### config.mk
export PLATFORM = sky130hd
export DESIGN_NAME = psum_accum
export DESIGN_NICKNAME = d
export VERILOG_FILES = /design/src/rtl/psum_accum_pkg.sv /design/src/rtl/psum_sat_relu.sv /design/src/rtl/psum_accum.sv
export SDC_FILE = /design/constraint.sdc
export NUM_CORES = 1
export LEC_CHECK = 0
export ABC_CLOCK_PERIOD_IN_PS = 5200
export CAP_MARGIN = 10
export CORE_ASPECT_RATIO = 1.2
export CORE_UTILIZATION = 55
export DETAILED_ROUTE_END_ITERATION = 8
export PLACE_DENSITY = 0.85
export SLEW_MARGIN = 20
export SYNTH_ARGS = -nofsm -noshare
export SYNTH_HDL_FRONTEND = slang
export SYNTH_SLANG_ARGS = --single-unit
### constraint.sdc
create_clock -name clk -period 5.2 [get_ports clk]
set_input_delay 0.52 -clock clk [delete_from_list [all_inputs] [get_ports clk]]
set_output_delay 0.52 -clock clk [all_outputs]
set_load 0.1 [all_outputs]
### src/rtl/psum_accum_pkg.sv
// Shared definitions for the partial-sum accumulator: default widths,
// FSM state encoding and a saturation helper at the default widths.
package psum_accum_pkg;

  localparam int PSUM_BW_DEF = 16;
  localparam int ACC_BW_DEF  = 20;
  localparam int DEPTH_DEF   = 16;
  localparam int PASS_BW_DEF = 8;

  typedef enum logic [1:0] {
    ST_IDLE  = 2'd0,
    ST_ACCUM = 2'd1,
    ST_FINAL = 2'd2,
    ST_FLUSH = 2'd3
  } state_t;

  // Clamp an accumulator value into the signed psum range.
  function automatic logic signed [PSUM_BW_DEF-1:0] sat_psum(
    input logic signed [ACC_BW_DEF-1:0] acc
  );
    logic signed [ACC_BW_DEF-1:0] hi;
    logic signed [ACC_BW_DEF-1:0] lo;
    hi = ACC_BW_DEF'((longint'(1) <<< (PSUM_BW_DEF - 1)) - 1);
    lo = ~hi;
    if (acc > hi)      return hi[PSUM_BW_DEF-1:0];
    else if (acc < lo) return lo[PSUM_BW_DEF-1:0];
    else               return acc[PSUM_BW_DEF-1:0];
  endfunction

endpackage

### src/rtl/psum_sat_relu.sv
// Output conditioning: saturate a wide accumulator to psum width, then
// optionally clamp negative results to zero.
module psum_sat_relu #(
  parameter int psum_bw = 16,
  parameter int acc_bw  = 20
) (
  input  logic signed [acc_bw-1:0]  acc,
  input  logic                      relu_en,
  output logic signed [psum_bw-1:0] res
);

  localparam logic signed [acc_bw-1:0] MAXV = acc_bw'((longint'(1) <<< (psum_bw - 1)) - 1);
  localparam logic signed [acc_bw-1:0] MINV = ~MAXV;

  logic signed [psum_bw-1:0] sat;

  always_comb begin
    if (acc > MAXV)      sat = MAXV[psum_bw-1:0];
    else if (acc < MINV) sat = MINV[psum_bw-1:0];
    else                 sat = acc[psum_bw-1:0];
    // ReLU acts on the already-saturated value.
    res = (relu_en && sat[psum_bw-1]) ? '0 : sat;
  end

endmodule

### src/rtl/psum_accum.sv
// Multi-pass partial-sum accumulator for one MAC column: sums NUM_PASS passes
// per output position and streams the saturated (optionally ReLU'd) results.
//
// Handshakes: a beat moves on a port only in a cycle where valid & ready are
// both 1 at the rising edge; out_valid never retracts and out_data holds
// while out_ready is low.
module psum_accum
  import psum_accum_pkg::*;
#(
  parameter int psum_bw = PSUM_BW_DEF,
  parameter int acc_bw  = ACC_BW_DEF,
  parameter int DEPTH   = DEPTH_DEF,
  parameter int pass_bw = PASS_BW_DEF
) (
  input  logic                      clk,
  input  logic                      reset,
  input  logic                      start,
  input  logic [pass_bw-1:0]        num_pass,
  input  logic                      relu_en,
  input  logic                      in_valid,
  output logic                      in_ready,
  input  logic signed [psum_bw-1:0] in_psum,
  output logic                      out_valid,
  input  logic                      out_ready,
  output logic signed [psum_bw-1:0] out_data,
  output logic                      busy,
  output logic                      done,
  output state_t                    state_dbg
);

  localparam int AW = (DEPTH > 1) ? $clog2(DEPTH) : 1;
  localparam logic [AW-1:0] LAST_IDX = AW'(DEPTH - 1);

  state_t                    state, state_nx;
  logic [AW-1:0]             idx;
  logic [pass_bw-1:0]        pass, k_reg;
  logic                      relu_reg;
  logic signed [acc_bw-1:0]  acc [DEPTH];
  logic signed [acc_bw-1:0]  psum_ext, acc_base, sum;
  logic signed [psum_bw-1:0] result;
  logic                      in_xfer, out_xfer, last_idx, last_accum_pass;

  assign psum_ext        = acc_bw'(in_psum);
  // Pass 0 overwrites, so stale contents from an aborted job never leak in.
  assign acc_base        = (pass == '0) ? '0 : acc[idx];
  assign sum             = acc_base + psum_ext;
  assign in_xfer         = in_valid & in_ready;
  assign out_xfer        = out_valid & out_ready;
  assign last_idx        = (idx == LAST_IDX);
  assign last_accum_pass = (pass == k_reg - pass_bw'(2));
  assign busy            = (state != ST_IDLE);
  assign state_dbg       = state;

  psum_sat_relu #(.psum_bw(psum_bw), .acc_bw(acc_bw)) u_sat_relu (
    .acc     (sum),
    .relu_en (relu_reg),
    .res     (result)
  );

  always_comb begin
    state_nx = state;
    in_ready = 1'b0;
    case (state)
      ST_IDLE: begin
        if (start) state_nx = (num_pass > pass_bw'(1)) ? ST_ACCUM : ST_FINAL;
      end
      ST_ACCUM: begin
        in_ready = 1'b1;
        if (in_valid && last_idx && last_accum_pass) state_nx = ST_FINAL;
      end
      ST_FINAL: begin
        in_ready = !out_valid || out_ready;
        if (in_valid && in_ready && last_idx) state_nx = ST_FLUSH;
      end
      ST_FLUSH: begin
        if (out_xfer) state_nx = ST_IDLE;
      end
      default: state_nx = ST_IDLE;
    endcase
  end

  always_ff @(posedge clk or negedge reset) begin
    if (!reset) begin
      state     <= ST_IDLE;
      idx       <= '0;
      pass      <= '0;
      k_reg     <= pass_bw'(1);
      relu_reg  <= 1'b0;
      out_valid <= 1'b0;
      out_data  <= '0;
      done      <= 1'b0;
    end else begin
      state <= state_nx;
      done  <= (state == ST_FLUSH) && out_xfer;
      if (state == ST_IDLE && start) begin
        k_reg    <= (num_pass == '0) ? pass_bw'(1) : num_pass;
        relu_reg <= relu_en;
        idx      <= '0;
        pass     <= '0;
      end else if (in_xfer) begin
        if (last_idx) begin
          idx  <= '0;
          pass <= pass + pass_bw'(1);
        end else begin
          idx <= idx + AW'(1);
        end
      end
      // A new result may load in the same cycle the previous one leaves.
      if (in_xfer && state == ST_FINAL) begin
        out_valid <= 1'b1;
        out_data  <= result;
      end else if (out_xfer) begin
        out_valid <= 1'b0;
      end
    end
  end

  always_ff @(posedge clk) begin
    if (in_xfer && state == ST_ACCUM) acc[idx] <= sum;
  end

endmodule

==> run_results.csv, run 1 <==
group,metric,value,unit
yosys,yosys-top-cells-area,"edfxtp_1 62%, mux4_2 14%, dfrtp_1 6.5%, ha_1 2.5%, nor2_1 1.3%",
yosys,yosysMostFrequentCell,"edfxtp_1",
die,die_w,155,µm
global_route,grt_max_degree,42,
route,drtIter0Drc,915,
yosys,synth_seq_area_share,68.8,%
die,start_util,56.5,%
power,swShare,32.2,%
yosys,ys_async_sr_fraction,11.4,%
power,p_sw,2.82,mW
route,dr.pass1.iters,5,
final_layout,largest_reg_flops,320,
run,maxCapViolations,0,
route,routed_wl,35.1,mm
route,viasPerCell,6.31,
yosys,synth_edf_count,320,
yosys,synth_commonest_cells,"320 x edfxtp_1, 99 x mux4_2, 54 x nor2_1",
worst_setup_path,cp-end-kind,"register",
power,p_per_area,489,nW/µm²
final_layout,finalNetCount,1010,
worst_setup_path,cp_max_fo,30,
route,postRouteAntennaNets,0,
clock_network,hold_buffers,0,
power,finalPower,8.77,mW
yosys,syn_avg_cell_area,18.1,µm²
clock_network,cts-root-buf,"clkbuf_16",
yosys,synthXorXnorAreaFrac,2.03,%
yosys,ys_warn_count,0,
power,p_int,5.95,mW
worst_hold_path,hold_path_class,"input pin to asynchronous set/reset pin",
yosys,synthSimpleGateAreaFrac,4.75,%
sta,max_freq,204,MHz
sta,setup_viol,0,
die,num_io_pins,52,
yosys,synthCells,855,
global_route,grt_pass1_wl,53.1,mm
final_layout,final_layout_size_suffix_gt1_share,25.4,%
yosys,synth_compound_area_share,5.48,%
yosys,synth_nets,917,
yosys,muxShareOfSynthArea,14.7,%
global_route,antenna_found_initial,0,
yosys,ys_ff_latch,361,
sta,hold_viol,0,
final_layout,antennaDiodeCount,0,
sta,fin_crit_sh,94.4,%
clock_network,cts-resized-gates,0,
worst_setup_path,start_kind,"register",
global_route,grt_usage,25.6,%
yosys,synth.top_cell.area_share,62.2,%
route,drc,0,
clock_network,cts_setup_buffers,0,
sta,worst_slew_pin_slew,1.15,ns
power,total_leakage_power,6.03,nW
die,die_h,186,µm
yosys,synth_top_area_cell,"edfxtp_1",
clock_network,clock_path_buffers,3,
die,die-area,28800,µm²
placement,gp_congestion,0.906,
sta,hold_ws,0.00175,ns
yosys,synth_adder_area_share,2.64,%
placement,hpwlAfterDp,21.3,mm
final_layout,synthToLayoutAreaGrowth,16.0,%
yosys,ys.flop_type,"edfxtp_1",
die,rows,66,
route,wl_per_cell,26.0,µm
sta,finalSetupTns,0,ns
sta,rsz0062_at_grt,"no",
outcome,outcome,"completed",
clock_network,cts_made_buffers,36,
sta,period_needed,4.91,ns
power,pwr-share-comb,29.8,%
placement,dpl.cell_count,1284,
clock_network,clk_pin_slew,0.06,ns
yosys,synth_top_family_by_area,"multiplexers",
worst_setup_path,path_class,"register to register",
yosys,syn_area,15500,µm²
clock_network,cts_tree,"done",
sta,drv_slew,0,
power,power.share.clock,29.8,%
global_route,overflow,0,
final_layout,fin_cells,1350,
clock_network,worstSkewPairLatency,0.53,ns
placement,io_buffers,51,
global_route,grt_pass1_vias,8744,
final_layout,top_register,"acc",
die,coreArea,27300,µm²
worst_setup_path,worstPathRequired,5.64,ns
sta,finClkSkew,0.0243,ns
final_layout,top_regs,"acc (320), out_data (16)",
clock_network,htree_num_levels,2,
sta,relSlewSlack,23.3,%
power,power_frac_seq,40.4,%
clock_network,cts.sinks,361,
power,ir_worst_vdd,0.398,mV
yosys,ys_types,61,
route,num_vias,8512,
worst_setup_path,arrival,5.35,ns
## worst paths after layout
path	depth (start not counted)	start	slack, ns	endpoint
worst max-delay path	15	idx[1]$_DFFE_PN0P_	0.29	out_data[0]$_DFFE_PN0P_
worst max register to register	15	idx[1]$_DFFE_PN0P_	0.29	out_data[0]$_DFFE_PN0P_
worst min register to register	2	k_reg[0]$_DFFE_PN1P_	0.46	k_reg[0]$_DFFE_PN1P_
max in group asynchronous	1	reset	4.74	idx[0]$_DFFE_PN0P_
min in group clk	2	k_reg[0]$_DFFE_PN1P_	0.46	k_reg[0]$_DFFE_PN1P_
worst min-delay path	1	reset	0.002	done$_DFF_PN0_
## routing by layer
metal  up-vias  wire length, µm  track usage, %
li1       3585                -               -
met1      4345            12700            33.1
met2       491            17900            43.9
met3        91             3410            4.52
met4         0             1120            9.03
met5         -                0               0
## cells in the final DEF (no fill, tap or decap), types with 3 or more instances in the layout
| master | count |
|---|---|
| buf_4 | 38 |
| edfxtp_1 | 320 |
| clkbuf_1 | 8 |
| clkdlybuf4s50_1 | 50 |
| xor2_1 | 15 |
| dfrtp_1 | 37 |
| a21oi_1 | 19 |
| bufinv_16 | 4 |
| clkinv_1 | 4 |
| o21ai_0 | 27 |
| o22ai_1 | 7 |
| xnor2_1 | 14 |
| nor3_1 | 4 |
| nand2_1 | 45 |
| a21oi_2 | 4 |
| nand3_1 | 9 |
| clkinvlp_4 | 3 |
| o21bai_1 | 3 |
| a21o_1 | 6 |
| clkinv_2 | 6 |
| mux4_2 | 99 |
| nor2_2 | 12 |
| clkbuf_16 | 37 |
| mux2i_1 | 4 |
| nor2_1 | 42 |
| ha_1 | 31 |
| inv_1 | 22 |
| nor4_1 | 3 |
| o22ai_2 | 10 |
| and3_1 | 8 |
| xnor2_2 | 5 |
| o21ai_2 | 3 |
| nand2b_1 | 3 |
| buf_12 | 4 |
| nor2b_1 | 20 |
## logic make-up after synthesis
family,count (synthesis)
AOI/OAI and AO/OA,107
xor gates and xnor gates,35
adders and majority gates,32
buffers and inverters,59
DFF,361
muxes,103
and+or+nand+nor,158
## cell type report
type                       count  area [µm²]
tap                          374         468
sequential                   361       10600
timing repair buffer          92         866
multi-input combinational    435        4670
fill                        1773        9410
inverter                      22        82.6
clock buffer                  46         970
clock inverter                20         216
## metrics by stage
stage | area, µm² | util (%) | worst slack [ns]
final | 17900 | 65.6 | 0.290
after detailed placement | 16700 | 61.1 | 0.433
after floorplan | 15500 | - | 0.196
after CTS | 17900 | 65.4 | 0.389
after global routing | 17900 | 65.6 | 0.0416
after global placement | 16700 | 61.0 | 0.446
## critical path, cell delays in order (launching register included)
cell and delay (ns):
dfrtp_4 0.72, buf_4 0.37, mux4_2 0.39, mux4_2 0.53, nor2b_1 0.17, ha_1 0.39, a21o_1 0.14, a21oi_1 0.09
a21oi_2 0.26, o21ai_2 0.16, o311ai_1 0.41, a21oi_2 0.13, xnor2_1 0.44, o32ai_4 0.16, buf_4 0.24, o22ai_2 0.20
## power groups by stage
stage / Combinational (mW) / Sequential (mW) / Clock [mW]
2_1_floorplan: 1.49 / 4.02 / 0
4_1_cts: 2.63 / 3.54 / 2.64
6_report: 2.61 / 3.54 / 2.61
3_3_place_gp: 2.54 / 3.59 / 0
5_1_grt: 2.76 / 3.56 / 2.74
3_5_place_dp: 2.59 / 3.60 / 0
No activity file was read; power rests on OpenSTA's default activity.
==> run 2: changes to the inputs <==
--- a/config.mk
+++ b/config.mk
@@ -5,6 +5,7 @@
 export SDC_FILE = /design/constraint.sdc
 export NUM_CORES = 1
 export LEC_CHECK = 0
+export ABC_AREA = 0
 export ABC_CLOCK_PERIOD_IN_PS = 5200
 export CAP_MARGIN = 10
 export CORE_ASPECT_RATIO = 1.2
==> results of run 2 <==
Same layout as run 1: the final DEF is identical, and so are final timing and power.
==> run 3: changes to the inputs <==
--- a/config.mk
+++ b/config.mk
@@ -6,12 +6,13 @@
 export NUM_CORES = 1
 export LEC_CHECK = 0
 export ABC_AREA = 0
-export ABC_CLOCK_PERIOD_IN_PS = 5200
+export ABC_CLOCK_PERIOD_IN_PS = 4210
 export CAP_MARGIN = 10
 export CORE_ASPECT_RATIO = 1.2
 export CORE_UTILIZATION = 55
 export DETAILED_ROUTE_END_ITERATION = 8
 export PLACE_DENSITY = 0.85
+export REMOVE_ABC_BUFFERS = 1
 export SLEW_MARGIN = 20
 export SYNTH_ARGS = -nofsm -noshare
 export SYNTH_HDL_FRONTEND = slang
==> constraint.sdc (replaced) <==
create_clock -name clk -period 4.21 [get_ports clk]
set_input_delay 0.421 -clock clk [delete_from_list [all_inputs] [get_ports clk]]
set_output_delay 0.421 -clock clk [all_outputs]
set_load 0.1 [all_outputs]
==> run 3 against run 2 <==
Net effect:
- the flow now finishes with violations (negative setup slack)
- critical path depth grew 4
- register-to-register slack lost 0.89 ns
- non-clock buffer count grew 107
- critical endpoint is now out_data[2]$_DFFE_PN0P_
==> run_results.csv, run 3 (same netlist as run 1, synthesis figures left out) <==
group,metric,value,unit
final_layout,fin_area,19600,µm²
final_layout,final_layout_size_suffix_gt1_share,38.3,%
final_layout,fillers,1488,
sta,fin_crit_sh,114,%
clock_network,cts_tree,"done",
placement,io_buffers,51,
route,wl_met1,15.1,mm
worst_setup_path,path_class,"register to register",
placement,hpwlAfterDp,21.3,mm
worst_setup_path,slowest_delay,0.50,ns
clock_network,htree_num_levels,2,
worst_setup_path,cp-end-kind,"register",
worst_hold_path,hold_path_class,"input pin to asynchronous set/reset pin",
die,die-area,28800,µm²
die,rows,66,
outcome,outcome,"finished with violations",
sta,rsz0062_at_grt,"yes",
worst_setup_path,arrival,5.19,ns
worst_setup_path,worstPathRequired,4.59,ns
final_layout,synthToLayoutAreaGrowth,26.8,%
final_layout,largest_reg_flops,320,
clock_network,clock_path_buffers,3,
sta,worst_slew_pin_slew,0.992,ns
worst_setup_path,rrSetupSlack,-0.60,ns
placement,placed_area,17200,µm²
route,dr_wl_met2,22.1,mm
placement,pre_cts_slack,-0.411,ns
clock_network,cts-root-buf,"clkbuf_16",
power,p_per_area,578,nW/µm²
outcome,violations,"negative setup slack",
worst_setup_path,path_cells,"buf_12, clkbuf_16, mux4_2, mux4_2, nor2b_1, ha_2, a21o_1, a21oi_4, a21oi_4, o21ai_4, buf_12, o311ai_4, a21oi_2, xnor2_2, buf_4, buf_4, a21oi_4, clkbuf_16, o22ai_2",
power,ir_worst_vdd,0.552,mV
clock_network,worstSkewPairLatency,0.52,ns
final_layout,most-common-layout-cells,"320 x edfxtp_1, 99 x mux4_2, 97 x buf_4",
route,drc,0,
final_layout,top_regs,"acc (320), out_data (16)",
global_route,overflow,0,
route,num_vias,9639,
final_layout,fin_cells,1457,
global_route,grt_max_degree,42,
sta,fin_ws,-0.601,ns
route,wl_met3,4.18,mm
die,coreArea,27300,µm²
sta,setup_viol,105,
sta,max_freq,208,MHz
clock_network,clk_pin_slew,0.07,ns
die,start_util,56.5,%
sta,drv_slew,0,
sta,relSlewSlack,33.6,%
sta,finalSetupTns,-25.06,ns
route,routed_wl,44.3,mm
route,postRouteAntennaNets,0,
route,dr.pass1.iters,5,
global_route,antenna_found_initial,0,
route,drtIter0Drc,1000,
worst_setup_path,r2r_start,"idx[0]$_DFFE_PN0P_",
power,total_leakage_power,6.79,nW
placement,gp_congestion,0.860,
worst_setup_path,timing.rr.end,"out_data[2]$_DFFE_PN0P_",
final_layout,finish.utilization,71.7,%
clock_network,cts.sinks,361,
final_layout,finalNetCount,1119,
die,die_h,186,µm
final_layout,top_register,"acc",
worst_setup_path,reg2regPathDepth,19,
global_route,grt_usage,29.1,%
worst_setup_path,slowest_stage,"mux4_2",
placement,dpl.cell_count,1330,
worst_setup_path,path_common_cell,"a21oi_4",
final_layout,seqCellArea,10600,µm²
global_route,grt_pass1_wl,59.5,mm
power,finalPower,11.3,mW
route,highest_layer,"met4",
sta,hold_ws,0.450,ns
final_layout,multiInputGateArea,5170,µm²
sta,finClkSkew,0.0146,ns
die,die_w,155,µm
clock_network,cts_made_buffers,34,
sta,period_needed,4.81,ns
route,viasPerCell,6.62,
run,maxCapViolations,0,
worst_setup_path,start_kind,"register",
route,wl_per_cell,30.4,µm
final_layout,final_common_cell,"edfxtp_1",
final_layout,antennaDiodeCount,0,
global_route,grt_pass1_vias,9665,
sta,hold_viol,0,
worst_setup_path,cp_max_fo,7,
die,num_io_pins,52,
[run 3: worst max-delay path, delay by kind of cell (launching register included)]
kind	cells	cell delay (ns)
buf+inv	6	1.01
xor+xnor	1	0.17
simple gates	1	0.17
fa+ha+maj	1	0.42
mux	2	1.00
compound gates	8	1.44
flops	1	0.44
[run 3: worst max path at each step]
stage / endpoint / slack, ns / depth (start not counted) / from
floorplan: out_data[5]$_DFFE_PN0P_ / -2.96 / 14 / idx[0]$_DFFE_PN0P_
global placement: out_data[7]$_DFFE_PN0P_ / -0.27 / 15 / idx[0]$_DFFE_PN0P_
detailed placement: out_data[7]$_DFFE_PN0P_ / -0.41 / 15 / idx[0]$_DFFE_PN0P_
CTS: out_data[13]$_DFFE_PN0P_ / -0.32 / 16 / idx[0]$_DFFE_PN0P_
global route: out_data[2]$_DFFE_PN0P_ / -0.63 / 19 / idx[0]$_DFFE_PN0P_
finish: out_data[2]$_DFFE_PN0P_ / -0.60 / 19 / idx[0]$_DFFE_PN0P_
[run 3: cell type report]
type	instances	area share [%]
multi-input combinational	435	26.4
clock inverter	12	0.466
sequential	361	54.3
inverter	22	0.498
timing repair inverter	4	0.153
tap	374	2.39
timing repair buffer	199	10.7
clock buffer	50	5.13
[run 3: timing repair]
action / 4_1_cts / 5_1_grt
hold buffers: 0 / 1
pin swaps: 20 / 51
gates cloned: 5 / 5
endpoints found under the setup margin: 112 / 176
hold endpoints to repair: 0 / 40
buffers inserted: 29 / 30
resized for setup: 55 / 92
[run 3: power breakdown]
| group | switching (mW) | internal [mW] |
|---|---|---|
| registers | 0.224 | 4.14 |
| logic | 2.16 | 1.75 |
| clock network | 1.33 | 1.73 |
| total | 3.71 | 7.61 |
[run 3: routing by layer]
metal	track usage [%]	vias to the layer above
li1	-	3812
met1	35.7	4842
met2	49.0	770
met3	5.70	215
met4	16.3	0
met5	0	-
